**src/rtl/riscv_lsu.sv**
```systemverilog
// Load/store unit: one request per access, store lane alignment, load extension,
// and a valid/ready data-memory handshake with misalignment, illegal-funct3 and timeout errors.
module riscv_lsu #(
  parameter int unsigned TIMEOUT = 255
) (
  input  logic        clk,
  input  logic        rst,
  input  logic        req_valid,
  input  logic        req_we,
  input  logic [2:0]  req_funct3,
  input  logic [31:0] req_addr,
  input  logic [31:0] req_wdata,
  output logic        busy,
  output logic        done,
  output logic        err,
  output logic [31:0] rdata,
  output logic        m_valid,
  output logic        m_we,
  output logic [31:0] m_addr,
  output logic [31:0] m_wdata,
  output logic [3:0]  m_be,
  input  logic        m_ready,
  input  logic [31:0] m_rdata
);

  typedef enum logic [1:0] {IDLE, ACCESS, RESP} state_t;

  state_t      state, state_nx;
  logic [2:0]  f3_q;
  logic [1:0]  lane_q;
  logic        err_q;
  logic [7:0]  cnt;

  logic        req_bad;
  logic [31:0] st_wdata;
  logic [3:0]  st_be;
  logic [7:0]  ld_byte;
  logic [15:0] ld_half;
  logic [31:0] ld_data;
  logic        cnt_hit;

  // Request decode: error classification and store lane placement.
  always_comb begin
    req_bad  = 1'b0;
    st_wdata = '0;
    st_be    = '0;
    if (req_we) req_bad = (req_funct3 >= 3'd3);
    else        req_bad = (req_funct3 == 3'd3) || (req_funct3 == 3'd6) || (req_funct3 == 3'd7);
    case (req_funct3[1:0])
      2'd1:    if (req_addr[0]) req_bad = 1'b1;
      2'd2:    if (req_addr[1:0] != 2'b00) req_bad = 1'b1;
      default: ;
    endcase
    if (req_we) begin
      case (req_funct3[1:0])
        2'd0: begin
          st_wdata = {4{req_wdata[7:0]}};
          st_be    = 4'b0001 << req_addr[1:0];
        end
        2'd1: begin
          st_wdata = {2{req_wdata[15:0]}};
          st_be    = req_addr[1] ? 4'b1100 : 4'b0011;
        end
        default: begin
          st_wdata = req_wdata;
          st_be    = 4'b1111;
        end
      endcase
    end
  end

  // Load extraction from the bus word using the latched lane and width.
  always_comb begin
    ld_byte = '0;
    case (lane_q)
      2'd0: ld_byte = m_rdata[7:0];
      2'd1: ld_byte = m_rdata[15:8];
      2'd2: ld_byte = m_rdata[23:16];
      2'd3: ld_byte = m_rdata[31:24];
      default: ;
    endcase
    ld_half = lane_q[1] ? m_rdata[31:16] : m_rdata[15:0];
    case (f3_q)
      3'd0:    ld_data = {{24{ld_byte[7]}}, ld_byte};
      3'd1:    ld_data = {{16{ld_half[15]}}, ld_half};
      3'd4:    ld_data = {24'd0, ld_byte};
      3'd5:    ld_data = {16'd0, ld_half};
      default: ld_data = m_rdata;
    endcase
  end

  assign cnt_hit = ((32'(cnt) + 32'd1) == TIMEOUT);

  always_comb begin
    state_nx = state;
    case (state)
      IDLE:    if (req_valid) state_nx = req_bad ? RESP : ACCESS;
      ACCESS:  if (m_ready || cnt_hit) state_nx = RESP;
      RESP:    state_nx = IDLE;
      default: state_nx = IDLE;
    endcase
  end

  always_ff @(posedge clk or negedge rst) begin
    if (!rst) state <= IDLE;
    else      state <= state_nx;
  end

  always_ff @(posedge clk or negedge rst) begin
    if (!rst) begin
      f3_q    <= '0;
      lane_q  <= '0;
      err_q   <= 1'b0;
      cnt     <= '0;
      rdata   <= '0;
      m_we    <= 1'b0;
      m_addr  <= '0;
      m_wdata <= '0;
      m_be    <= '0;
    end else begin
      case (state)
        IDLE: if (req_valid) begin
          f3_q    <= req_funct3;
          lane_q  <= req_addr[1:0];
          err_q   <= req_bad;
          cnt     <= '0;
          m_we    <= req_we;
          m_addr  <= {req_addr[31:2], 2'b00};
          m_wdata <= st_wdata;
          m_be    <= st_be;
          if (req_bad && !req_we) rdata <= '0;
        end
        ACCESS: begin
          if (m_ready) begin
            err_q <= 1'b0;
            if (!m_we) rdata <= ld_data;
          end else begin
            cnt <= cnt + 8'd1;
            if (cnt_hit) begin
              err_q <= 1'b1;
              if (!m_we) rdata <= '0;
            end
          end
        end
        default: ;
      endcase
    end
  end

  assign busy    = (state != IDLE);
  assign m_valid = (state == ACCESS);
  assign done    = (state == RESP);
  assign err     = done & err_q;

endmodule

```
**config.mk**
```make
export PLATFORM = sky130hd
export DESIGN_NAME = riscv_lsu
export DESIGN_NICKNAME = d
export VERILOG_FILES = /design/src/rtl/riscv_lsu.sv
export SDC_FILE = /design/constraint.sdc
export NUM_CORES = 1
export LEC_CHECK = 0
export CAP_MARGIN = 20
export CORE_UTILIZATION = 40
export DETAILED_ROUTE_END_ITERATION = 7
export HOLD_SLACK_MARGIN = 0.03
export PLACE_DENSITY = 0.71
export SYNTH_ARGS = -nofsm -noshare
export SYNTH_HDL_FRONTEND = slang
export SYNTH_SLANG_ARGS = --single-unit
```
**constraint.sdc**
```tcl
create_clock -name clk -period 3.43 [get_ports clk]
set_clock_uncertainty 0.15 [all_clocks]
set_input_delay 0.686 -clock clk [delete_from_list [all_inputs] [get_ports clk]]
set_output_delay 0.686 -clock clk [all_outputs]
set_load 0.1 [all_outputs]
```
After elaboration in Yosys (flattened, before gate mapping)
Cells that the tools add are included.
{"block": "word_totals", "ff_bits": 115, "latchBits": 0, "ramBits": 0, "rom_bits": 0, "inputBits": 104, "output_inout_bits": 105, "elab_cells": 83, "mem_count": 0}
{"block": "op_classes", "n_addsub": 2, "mul": 0, "n_div": 0, "n_lt_le_gt_ge": 1, "n_eq_ne": 21, "shift": 1, "muxes": 30, "n_bitwise": 1, "reduce_logical": 17}
{"cell": "$mux W32", "n": 7}
{"cell": "$pmux W32 S2", "n": 2}
{"cell": "$pmux W32 S4", "n": 1}
{"cell": "$pmux W8 S4", "n": 1}
{"cell": "$mux W16", "n": 1}
{"cell": "$mux W8", "n": 2}
{"cell": "$pmux W8 S2", "n": 1}
{"cell": "$eq A3 B3 Y1 const B", "n": 4}
{"cell": "$add A8 B1 Y9 const B", "n": 1}
{"cell": "$eq A9 B8 Y1 const B", "n": 1}
{"cell": "$add A8 B1 Y8 const B", "n": 1}
{"cell": "$eq A2 B2 Y1 const B", "n": 4}
{"cell": "$mux W4", "n": 2}
{"cell": "$pmux W4 S2", "n": 1}
{"cell": "$eq A2 B1 Y1 const B", "n": 3}
{"cell": "$logic_not A2 Y1", "n": 3}
{"cell": "$mux W1", "n": 6}
{"cell": "$mux W2", "n": 3}
{"cell": "$ne A2 B2 Y1 const B", "n": 3}
{"cell": "$ne A3 B3 Y1 const B", "n": 2}
{"cell": "$reduce_and A3 Y1", "n": 2}
{"cell": "$reduce_and A6 Y1", "n": 1}
{"cell": "$reduce_bool A2 Y1", "n": 3}
{"cell": "$pmux W1 S2", "n": 2}
{"cell": "13 further kinds", "n": 16}

Logic depth before layout (Yosys ltp)
Gate-level depths: netlist of run 1.
{"block": "logic_depth", "ltp_word": 10, "mapped_depth": 9, "mapped_depth_nobuf": 8}

Worst setup path before layout of run 1
No wires, ideal clock.
{"block": "synth_path", "path_kind": "register to output", "start": "register state[0]", "end": "output port err", "t_arrival_ns": 2.783, "t_required_ns": 2.594, "path_slack_ns": -0.189, "path_stages_with_launch": 4, "path_buffers": 1, "cell_sequence": "dfrtp_1 -> clkbuf_1 -> nor2b_1 -> and2_1"}
{"block": "synth_via", "elab_chain_cells": 2}
{"item": "start, declared", "line_no": "28", "rtl": "state_t state, state_nx;"}
{"item": "start signal, assigned", "line_no": "106", "rtl": "else state <= state_nx;"}
{"item": "$eq A2 B2 Y1", "line_no": "152", "rtl": "assign done = (state == RESP);"}
{"item": "net done", "line_no": "14", "rtl": "output logic done,"}
{"item": "$and A1 B1 Y1", "line_no": "153", "rtl": "assign err = done & err_q;"}
{"item": "end, declared", "line_no": "15", "rtl": "output logic err,"}
The timed path passes the listed nets, and every way through them passes these cells.

Worst setup path after layout of run 1
{"block": "layout_path", "start": "input port req_funct3[0]", "end": "register rdata[8]"}
{"block": "layout_via", "elab_chain_cells": 9, "elab_cells_between_ends": 15, "classes_between": "order compare: 1; eq/ne: 6; mux: 4; reduce/logical: 4"}
{"item": "start, declared", "line_no": "10", "rtl": "input logic [2:0] req_funct3,"}
{"item": "branches (longest 5 deep; another with $ge A3 B2 Y1)"}
{"item": "$pmux W1 S2 (*)", "line_no": "49", "rtl": "case (req_funct3[1:0])"}
{"item": "$logic_and A1 B1 Y1 (*)", "line_no": "131", "rtl": "if (req_bad && !req_we) rdata <= '0;"}
{"item": "$ne A2 B2 Y1 (no source line) (*)"}
{"item": "$reduce_and A6 Y1 (no source line) (*)"}
{"item": "end signal, assigned", "line_no": "136", "rtl": "if (!m_we) rdata <= ld_data;"}
{"item": "end, declared", "line_no": "16", "rtl": "output logic [31:0] rdata,"}
Mark *: on every way between the ends.
A chain may end at the register's enable or synchronous reset.

==> impl_metrics.ini, run 1 <==
[critical_path]
r2r_end = rdata[7]
worstPathRequired_ns = 3.58
cp-endpoint = rdata[8]
worstSetupEndpointType = register
r2r-start = cnt[0]
cp_max_fo = 27
arrival_ns = 3.06
r2r_cells = 8
r2r_slack_ns = 0.64
path_class = input port to register
cp-startpoint = req_funct3[0]
critPathLaunchType = input port

[floorplan]
start_util = 0.413
ios = 209
die_area_um2 = 14900
die_x_um = 122
core.rowCount = 43
core_area_um2 = 13900
die_y_um = 122

[clocking]
clk_pin_slew_ns = 0.06
cts_made_buffers = 17
postCtsHoldBufs = 0
cts_resized = 0
cts.sink_count = 115
clk_latency_ns = 0.42
cts_tree = built
root_buffer = clkbuf_16
cts_max_level = 4
clk_path_buf_depth = 2
postCtsSetupBuffers = 0

[global_routing]
overflow = 0
grt_pass1_wl_um = 26800
antenna_found_initial = 0
grt_use_total = 0.237
grt_max_degree = 62
grt_pass1_vias = 5175

[timing]
fmax_mhz = 344
grt_setup_unrepaired = false
worst_slew_pin_slew_ns = 0.888
holdWs_ns = 0.187
slew_violations = 0
hold_viol = 0
timing.final.crit_share = 0.847
fin_crit_ns = 2.91
maxSlewHeadroom = 0.406
setup_viol = 0
setup_tns_ns = 0

[final_layout]
nets = 920
seqCellArea_um2 = 2880
fill_cells = 1192
syn2layout_area_growth_pct = 44.8
antenna_cells = 0
drive_gt1_frac = 0.226
multiInputGateArea_um2 = 2510

[pwr]
ir_drop_mv = 0.694
clkPwrFrac = 0.268
p_sw_frac = 0.491
intPower_mw = 3.66
power.density_nw_per_um2 = 863
p_leak_nw = 4.12
switchingPower_mw = 3.53
pwr-share-seq = 0.260
p_comb_frac = 0.472

[logic_synthesis]
synthesis.instances = 618
synth_cell_types = 53
synthArstFlopShare = 1.00
synth_seq_area_share = 0.500
yosysTopAreaCellShare = 0.500
yosysMostFrequentCell = nand2_1
yosysWarnings = 0
avgSynthCellArea_um2 = 9.31
synth_edf_count = 0
synth_area_leaders = dfrtp_1 (50%), nand2_1 (12%), mux2_4 (6.3%), o21ai_0 (4.3%), a21oi_1 (3.1%)
syn_area_um2 = 5750
synth_common_cells = nand2_1 (177), dfrtp_1 (115), o21ai_0 (49)
synth_flop_cell = dfrtp_1
ys_ff_latch = 115
synth_top_area_cell = dfrtp_1

[route]
drc = 0
avgRoutedWirePerCell_um = 16.9
drtIter0Drc = 427
final_antenna_net_count = 0
totalWireLength_um = 17000
routed_via_density = 5.25
first_pass_iters = 4
vias = 5270

[worst_hold_path]
hold_class = input port to asynchronous set/reset pin

[placement]
dp_hpwl_um = 12100
gp_congestion = 0.856
port_buffers = 206

[run_status]
status = finished clean

[run]
max_cap_violations = 0
[metal layers]
layer	routed length [um]	global-route usage	vias up
li1	-	-	2458
met1	7140	0.299	2549
met2	7870	0.368	235
met3	1640	0.0880	28
met4	329	0.0934	0
met5	0	0	-
[cells by family after synthesis]
logic type,after synthesis,synth area share
xor gates and xnor gates,3,0.00457
adders and majority gates,6,0.0130
DFF,115,0.500
and+or+nand+nor,230,0.169
AOI/OAI and AO/OA,138,0.150
other,1,0.000652
buffers and inverters,82,0.0646
muxes,43,0.0985
[cells in the final DEF (no fill, tap or decap), types with 2 or more instances in the layout]
master and instances:
clkdlybuf4s50_1 102, nand2_1 176, a2bb2oi_1 2, mux2_2 3, xnor2_1 2, buf_12 4
a2111oi_0 2, mux2_4 24, inv_1 38, clkbuf_16 17, bufinv_16 4, nor2_1 18
a22oi_1 8, buf_4 110, ha_1 6, and2_2 2, a221oi_1 8, clkbuf_8 3
mux2i_1 15, clkinv_4 3, nand2b_1 5, a21oi_1 36, o221ai_1 7, and2_1 3
nand3_1 10, a22o_1 8, dfrtp_1 115, conb_1 2, clkinvlp_4 2, nor3_1 2
o21ai_0 49, a31oi_1 7, nand2_2 3
[worst min path at each step]
stage	from	endpoint	slack, ns	cells past startpoint
floorplan	rst	cnt[0]	0.24	0
global placement	m_wdata[4]	m_wdata[4]	0.30	2
detailed placement	m_wdata[4]	m_wdata[4]	0.31	2
CTS	rst	rdata[18]	0.22	1
global route	rst	rdata[18]	0.26	1
finish	rst	rdata[18]	0.19	1
[final cells by class]
class,count,area share
sequential,115,0.345
multi-input combinational,422,0.302
timing repair buffer,216,0.231
clock buffer,21,0.0565
tap,180,0.0270
clock inverter,11,0.0210
inverter,38,0.0171
[sequential cells by signal, indices dropped and copies added, names as in the netlist]
name	cells
f3_q	3
m_wdata	32
lane_q	2
m_addr	30
rdata	32
m_be	4
cnt	8
m_we	1
state	2
err_q	1
[per-stage QoR]
stage | total power [mW] | cell area [um^2] | util | worst slack (ns) | std cells
final | 7.19 | 8330 | 0.598 | 0.523 | 1003
after global routing | 7.45 | 8330 | 0.598 | 0.232 | 1003
after CTS | 7.23 | 8330 | 0.598 | 0.535 | 1003
after detailed placement | 5.28 | 7690 | 0.552 | 0.0828 | 971
after global placement | 5.24 | 7690 | 0.552 | 0.152 | 971
after floorplan | 4.44 | 5760 | - | 0.381 | 619
[critical path, stage by stage]
cell	delay, ns
clkdlybuf4s50_1	0.54
inv_1	0.10
ha_1	0.29
a221o_1	0.15
nor2_1	0.06
a2111oi_0	0.39
mux2_4	0.25
buf_12	0.22
mux2_2	0.37
[power by group through the flow]
stage	clock network (mW)	logic [mW]	registers, mW
3_3_place_gp	0	3.37	1.87
2_1_floorplan	0	0.745	3.70
6_report	1.93	3.40	1.87
5_1_grt	2.01	3.54	1.90
4_1_cts	1.96	3.41	1.86
3_5_place_dp	0	3.40	1.88
(Power assumes the default switching activity.)
==> inputs of run 2 (changes only) <==
==> constraint.sdc (replaced) <==
create_clock -name clk -period 2.9 [get_ports clk]
set_clock_uncertainty 0.15 [all_clocks]
set_input_delay 0.58 -clock clk [delete_from_list [all_inputs] [get_ports clk]]
set_output_delay 0.58 -clock clk [all_outputs]
set_load 0.1 [all_outputs]
==> impl_metrics.ini, run 2 (synthesized netlist as in run 1, its figures left out) <==
[run_status]
status = finished clean

[critical_path]
worstSetupEndpointType = register
path_class = input port to register
cp_slowest_cell = clkdlybuf4s50_1
r2r-start = cnt[0]
worstPathRequired_ns = 3.04
cpMostUsedCell = mux2_4
slowest_delay_ns = 0.47
path_cells = clkdlybuf4s50_1 > inv_1 > ha_1 > a21o_1 > a221o_1 > nor2_4 > a2111oi_4 > mux2_4 > buf_12 > mux2_4
critPathLaunchType = input port
r2r_slack_ns = 0.18
cp-startpoint = req_funct3[0]
path_delay_family = buffers and inverters
cp_max_fo = 7
critPathBufInv = 3
arrival_ns = 2.94

[timing]
fin_crit_ns = 2.80
holdWs_ns = 0.326
timing.final.crit_share = 0.966
setup_tns_ns = 0
setup_viol = 0
hold_viol = 0
worst_slew_pin_slew_ns = 0.836
maxSlewHeadroom = 0.443
timing.final.ws_setup_ns = 0.0997
slew_violations = 0
fmax_mhz = 357

[global_routing]
grt_pass1_wl_um = 27600
grt_max_degree = 57
grt_use_total = 0.247
grt_pass1_vias = 5356
overflow = 0
antenna_found_initial = 0

[pwr]
power.density_nw_per_um2 = 996
pwr-share-seq = 0.262
clkPwrFrac = 0.256
ir_drop_mv = 0.882
p_comb_frac = 0.481
p_sw_frac = 0.492
p_leak_nw = 4.22
switchingPower_mw = 4.19
intPower_mw = 4.32

[route]
vias = 5362
drtIter0Drc = 412
drc = 0
routed_via_density = 5.22
final_antenna_net_count = 0
totalWireLength_um = 18000
first_pass_iters = 5
avgRoutedWirePerCell_um = 17.5

[placement]
dp_hpwl_um = 12600
gp_congestion = 0.870
port_buffers = 206
pre_cts_slack_ns = -0.560
placed_cell_area_um2 = 7800

[final_layout]
fill_cells = 1160
drive_gt1_frac = 0.250
antenna_cells = 0
mostFrequentLayoutCells = nand2_1 (176), buf_4 (133), dfrtp_1 (115)
fin_area_um2 = 8540
nets = 945
syn2layout_area_growth_pct = 48.4
final_common_cell = nand2_1
largestRegisters = m_wdata (32), rdata (32), m_addr (30)

[floorplan]
die_x_um = 122
core.rowCount = 43
start_util = 0.413
die_area_um2 = 14900
die_y_um = 122
core_area_um2 = 13900
ios = 209

[worst_hold_path]
hold_class = register to register
hp-start = m_addr[7]

[clocking]
clk_latency_ns = 0.41
cts_max_level = 4
root_buffer = clkbuf_16
clk_path_buf_depth = 2
cts_made_buffers = 17
clk_pin_slew_ns = 0.05
cts_tree = built
cts.sink_count = 115

[run]
max_cap_violations = 0
==> run 2: metrics by stage <==
step	utilization	total power, mW	instances
after floorplan	-	5.25	619
after global placement	0.560	6.21	989
after detailed placement	0.560	6.27	989
after CTS	0.611	8.52	1026
after global routing	0.613	8.82	1027
final	0.613	8.50	1027
==> run 2: repair_timing <==
| item | 4_1_cts | 5_1_grt |
|---|---|---|
| endpoints found under the setup margin | 30 | 31 |
| pin swaps | 0 | 1 |
| hold endpoints to repair | 31 | 0 |
| gates cloned | 1 | 0 |
| buffers inserted | 4 | 1 |
| resized for setup | 6 | 4 |
| hold buffers | 1 | 0 |
==> run 2: area by class of cell <==
type                       count  area, um^2  area share
clock inverter                10         158      0.0185
clock buffer                  21         450      0.0527
inverter                      38         143      0.0167
multi-input combinational    423        2580       0.302
tap                          180         225      0.0264
timing repair buffer         240        2110       0.247
sequential                   115        2880       0.337
==> run 2: worst reg2reg max path, cell delays in order (launching register included) <==
cell,delay (ns)
dfrtp_1,0.45
nand2_2,0.12
nor4_1,0.42
o21ai_2,0.13
nor4_4,0.46
mux2_4,0.41
buf_12,0.16
mux2_4,0.29
==> run 2: layer usage <==
| layer | share of wire | GRT usage | vias to the layer above | wire length [um] |
|---|---|---|---|---|
| li1 | - | - | 2512 | - |
| met1 | 0.41 | 0.305 | 2550 | 7310 |
| met2 | 0.47 | 0.392 | 273 | 8430 |
| met3 | 0.11 | 0.0950 | 27 | 1890 |
| met4 | 0.019 | 0.0887 | 0 | 338 |
| met5 | 0 | 0 | - | 0 |
==> run 2: path summary, 6_finish.rpt <==
kind | endpoint | cells after the start
max reg2reg | rdata[20] | 7
min | m_addr[7] | 2
min in group asynchronous | rdata[18] | 2
max in group asynchronous | rdata[6] | 3
min reg2reg | m_addr[7] | 2
max | rdata[20] | 10
==> run 2: power groups by stage <==
stage / Sequential, mW / Clock, mW / Combinational [mW]
6_report: 2.23 / 2.18 / 4.09
3_3_place_gp: 2.22 / 0 / 3.99
2_1_floorplan: 4.37 / 0 / 0.882
4_1_cts: 2.23 / 2.21 / 4.08
5_1_grt: 2.28 / 2.29 / 4.25
3_5_place_dp: 2.23 / 0 / 4.03
==> inputs of run 3 (changes only) <==
--- a/config.mk
+++ b/config.mk
@@ -6,10 +6,11 @@
 export NUM_CORES = 1
 export LEC_CHECK = 0
 export CAP_MARGIN = 20
-export CORE_UTILIZATION = 40
+export CORE_UTILIZATION = 30
 export DETAILED_ROUTE_END_ITERATION = 7
 export HOLD_SLACK_MARGIN = 0.03
-export PLACE_DENSITY = 0.71
+export PLACE_DENSITY = 0.56
+export SETUP_SLACK_MARGIN = 0.2
 export SYNTH_ARGS = -nofsm -noshare
 export SYNTH_HDL_FRONTEND = slang
 export SYNTH_SLANG_ARGS = --single-unit
==> impl_metrics.ini, run 3 (synthesized netlist as in run 1, its figures left out) <==
[floorplan]
die_x_um = 140
die_area_um2 = 19700
start_util = 0.307
die_y_um = 140
core_area_um2 = 18800
core.rowCount = 50
ios = 209

[final_layout]
drive_gt1_frac = 0.261
fill_cells = 1831
syn2layout_area_growth_pct = 50.9
largestRegisters = m_wdata (32), rdata (32), m_addr (30)
antenna_cells = 0
mostFrequentLayoutCells = nand2_1 (176), buf_4 (135), dfrtp_1 (114)
final_common_cell = nand2_1
nets = 948
fin_util = 0.463

[timing]
slew_violations = 0
fin_crit_ns = 2.65
worst_slew_pin_slew_ns = 0.697
fmax_mhz = 377
grt_setup_unrepaired = false
setup_viol = 0
timing.final.ws_setup_ns = 0.247
maxSlewHeadroom = 0.535
hold_viol = 0
timing.final.crit_share = 0.915

[pwr]
clkPwrFrac = 0.253
p_comb_frac = 0.487
power.density_nw_per_um2 = 977
p_sw_frac = 0.498
switchingPower_mw = 4.22
intPower_mw = 4.26
ir_drop_mv = 0.622
p_leak_nw = 4.25
pwr-share-seq = 0.260

[run]
max_cap_violations = 0

[route]
vias = 5280
first_pass_iters = 5
final_antenna_net_count = 0
drc = 0
avgRoutedWirePerCell_um = 17.1
drtIter0Drc = 352
routed_via_density = 4.87
totalWireLength_um = 18500

[critical_path]
critPathLaunchType = register
cp.depth = 9
cp_slowest_cell = dfrtp_2
slowest_delay_ns = 0.43
path_class = register to register
path_cells = ha_4 > nor3b_2 > a2bb2oi_1 > o22a_1 > nor4_4 > buf_4 > mux2_4 > buf_12 > mux2_4
arrival_ns = 2.80
r2r_cells = 9
cp_max_fo = 7
r2r_slack_ns = 0.25
path_delay_family = multiplexers
critPathBufInv = 2
worstSetupEndpointType = register
cpMostUsedCell = mux2_4
worstPathRequired_ns = 3.05

[clocking]
clk_pin_slew_ns = 0.06
cts.sink_count = 115
cts_max_level = 4
cts_tree = built
clk_latency_ns = 0.41
root_buffer = clkbuf_16
clk_path_buf_depth = 2
cts_made_buffers = 17

[worst_hold_path]
hold_class = input port to asynchronous set/reset pin

[global_routing]
grt_pass1_wl_um = 29300
grt_max_degree = 116
grt_use_total = 0.193
overflow = 0
antenna_found_initial = 0
grt_pass1_vias = 5416

[placement]
pre_cts_slack_ns = -0.457
dp_hpwl_um = 13100
gp_congestion = 0.874
port_buffers = 206

[run_status]
status = finished clean
run 3: power by group through the flow:
stage | registers, mW | logic [mW] | clock network, mW
after floorplan | 4.37 | 0.882 | 0
after global placement | 2.20 | 4.04 | 0
after detailed placement | 2.21 | 4.07 | 0
after CTS | 2.21 | 4.14 | 2.20
after global routing | 2.25 | 4.31 | 2.28
final | 2.21 | 4.13 | 2.15
run 3: cell type report:
type	count	area (um^2)	share of cell area
well taps	234	293	0.0337
multi-input cells	423	2600	0.300
clock inverters	13	160	0.0184
repair buffers	243	2160	0.249
flip-flops and latches	115	2880	0.331
clock buffers	19	443	0.0510
inverters	38	143	0.0164
run 3: worst paths after layout:
path | from | endpoint
max in group asynchronous | rst | cnt[1]
min | rst | rdata[18]
min reg2reg | m_wdata[4] | m_wdata[4]
min in group clk | m_wdata[4] | m_wdata[4]
max | cnt[1] | rdata[15]
max reg2reg | cnt[1] | rdata[15]
run 3: through the flow:
step	total power [mW]	cells	TNS, ns	hold slack [ns]	area [um^2]
finish	8.48	1085	0	0.0436	8690
global route	8.84	1085	0	0.159	8690
CTS	8.55	1083	0	0.125	8650
detailed placement	6.29	1044	-13.11	0.307	7870
global placement	6.25	1044	-11.12	0.304	7870
floorplan	5.25	619	0	0.134	5760
run 3: repair_timing:
item,CTS,global route
pin swaps,4,1
gates cloned,2,0
hold buffers,0,0
endpoints found under the setup margin,32,22
gates resized for setup,14,3
setup buffers,5,2
run 3: per-layer routing:
layer	GRT usage	up-vias	wire [um]
met2	0.305	218	8650
met1	0.250	2513	8030
li1	-	2519	-
met5	0	-	0
met3	0.0492	30	1420
met4	0.0818	0	427
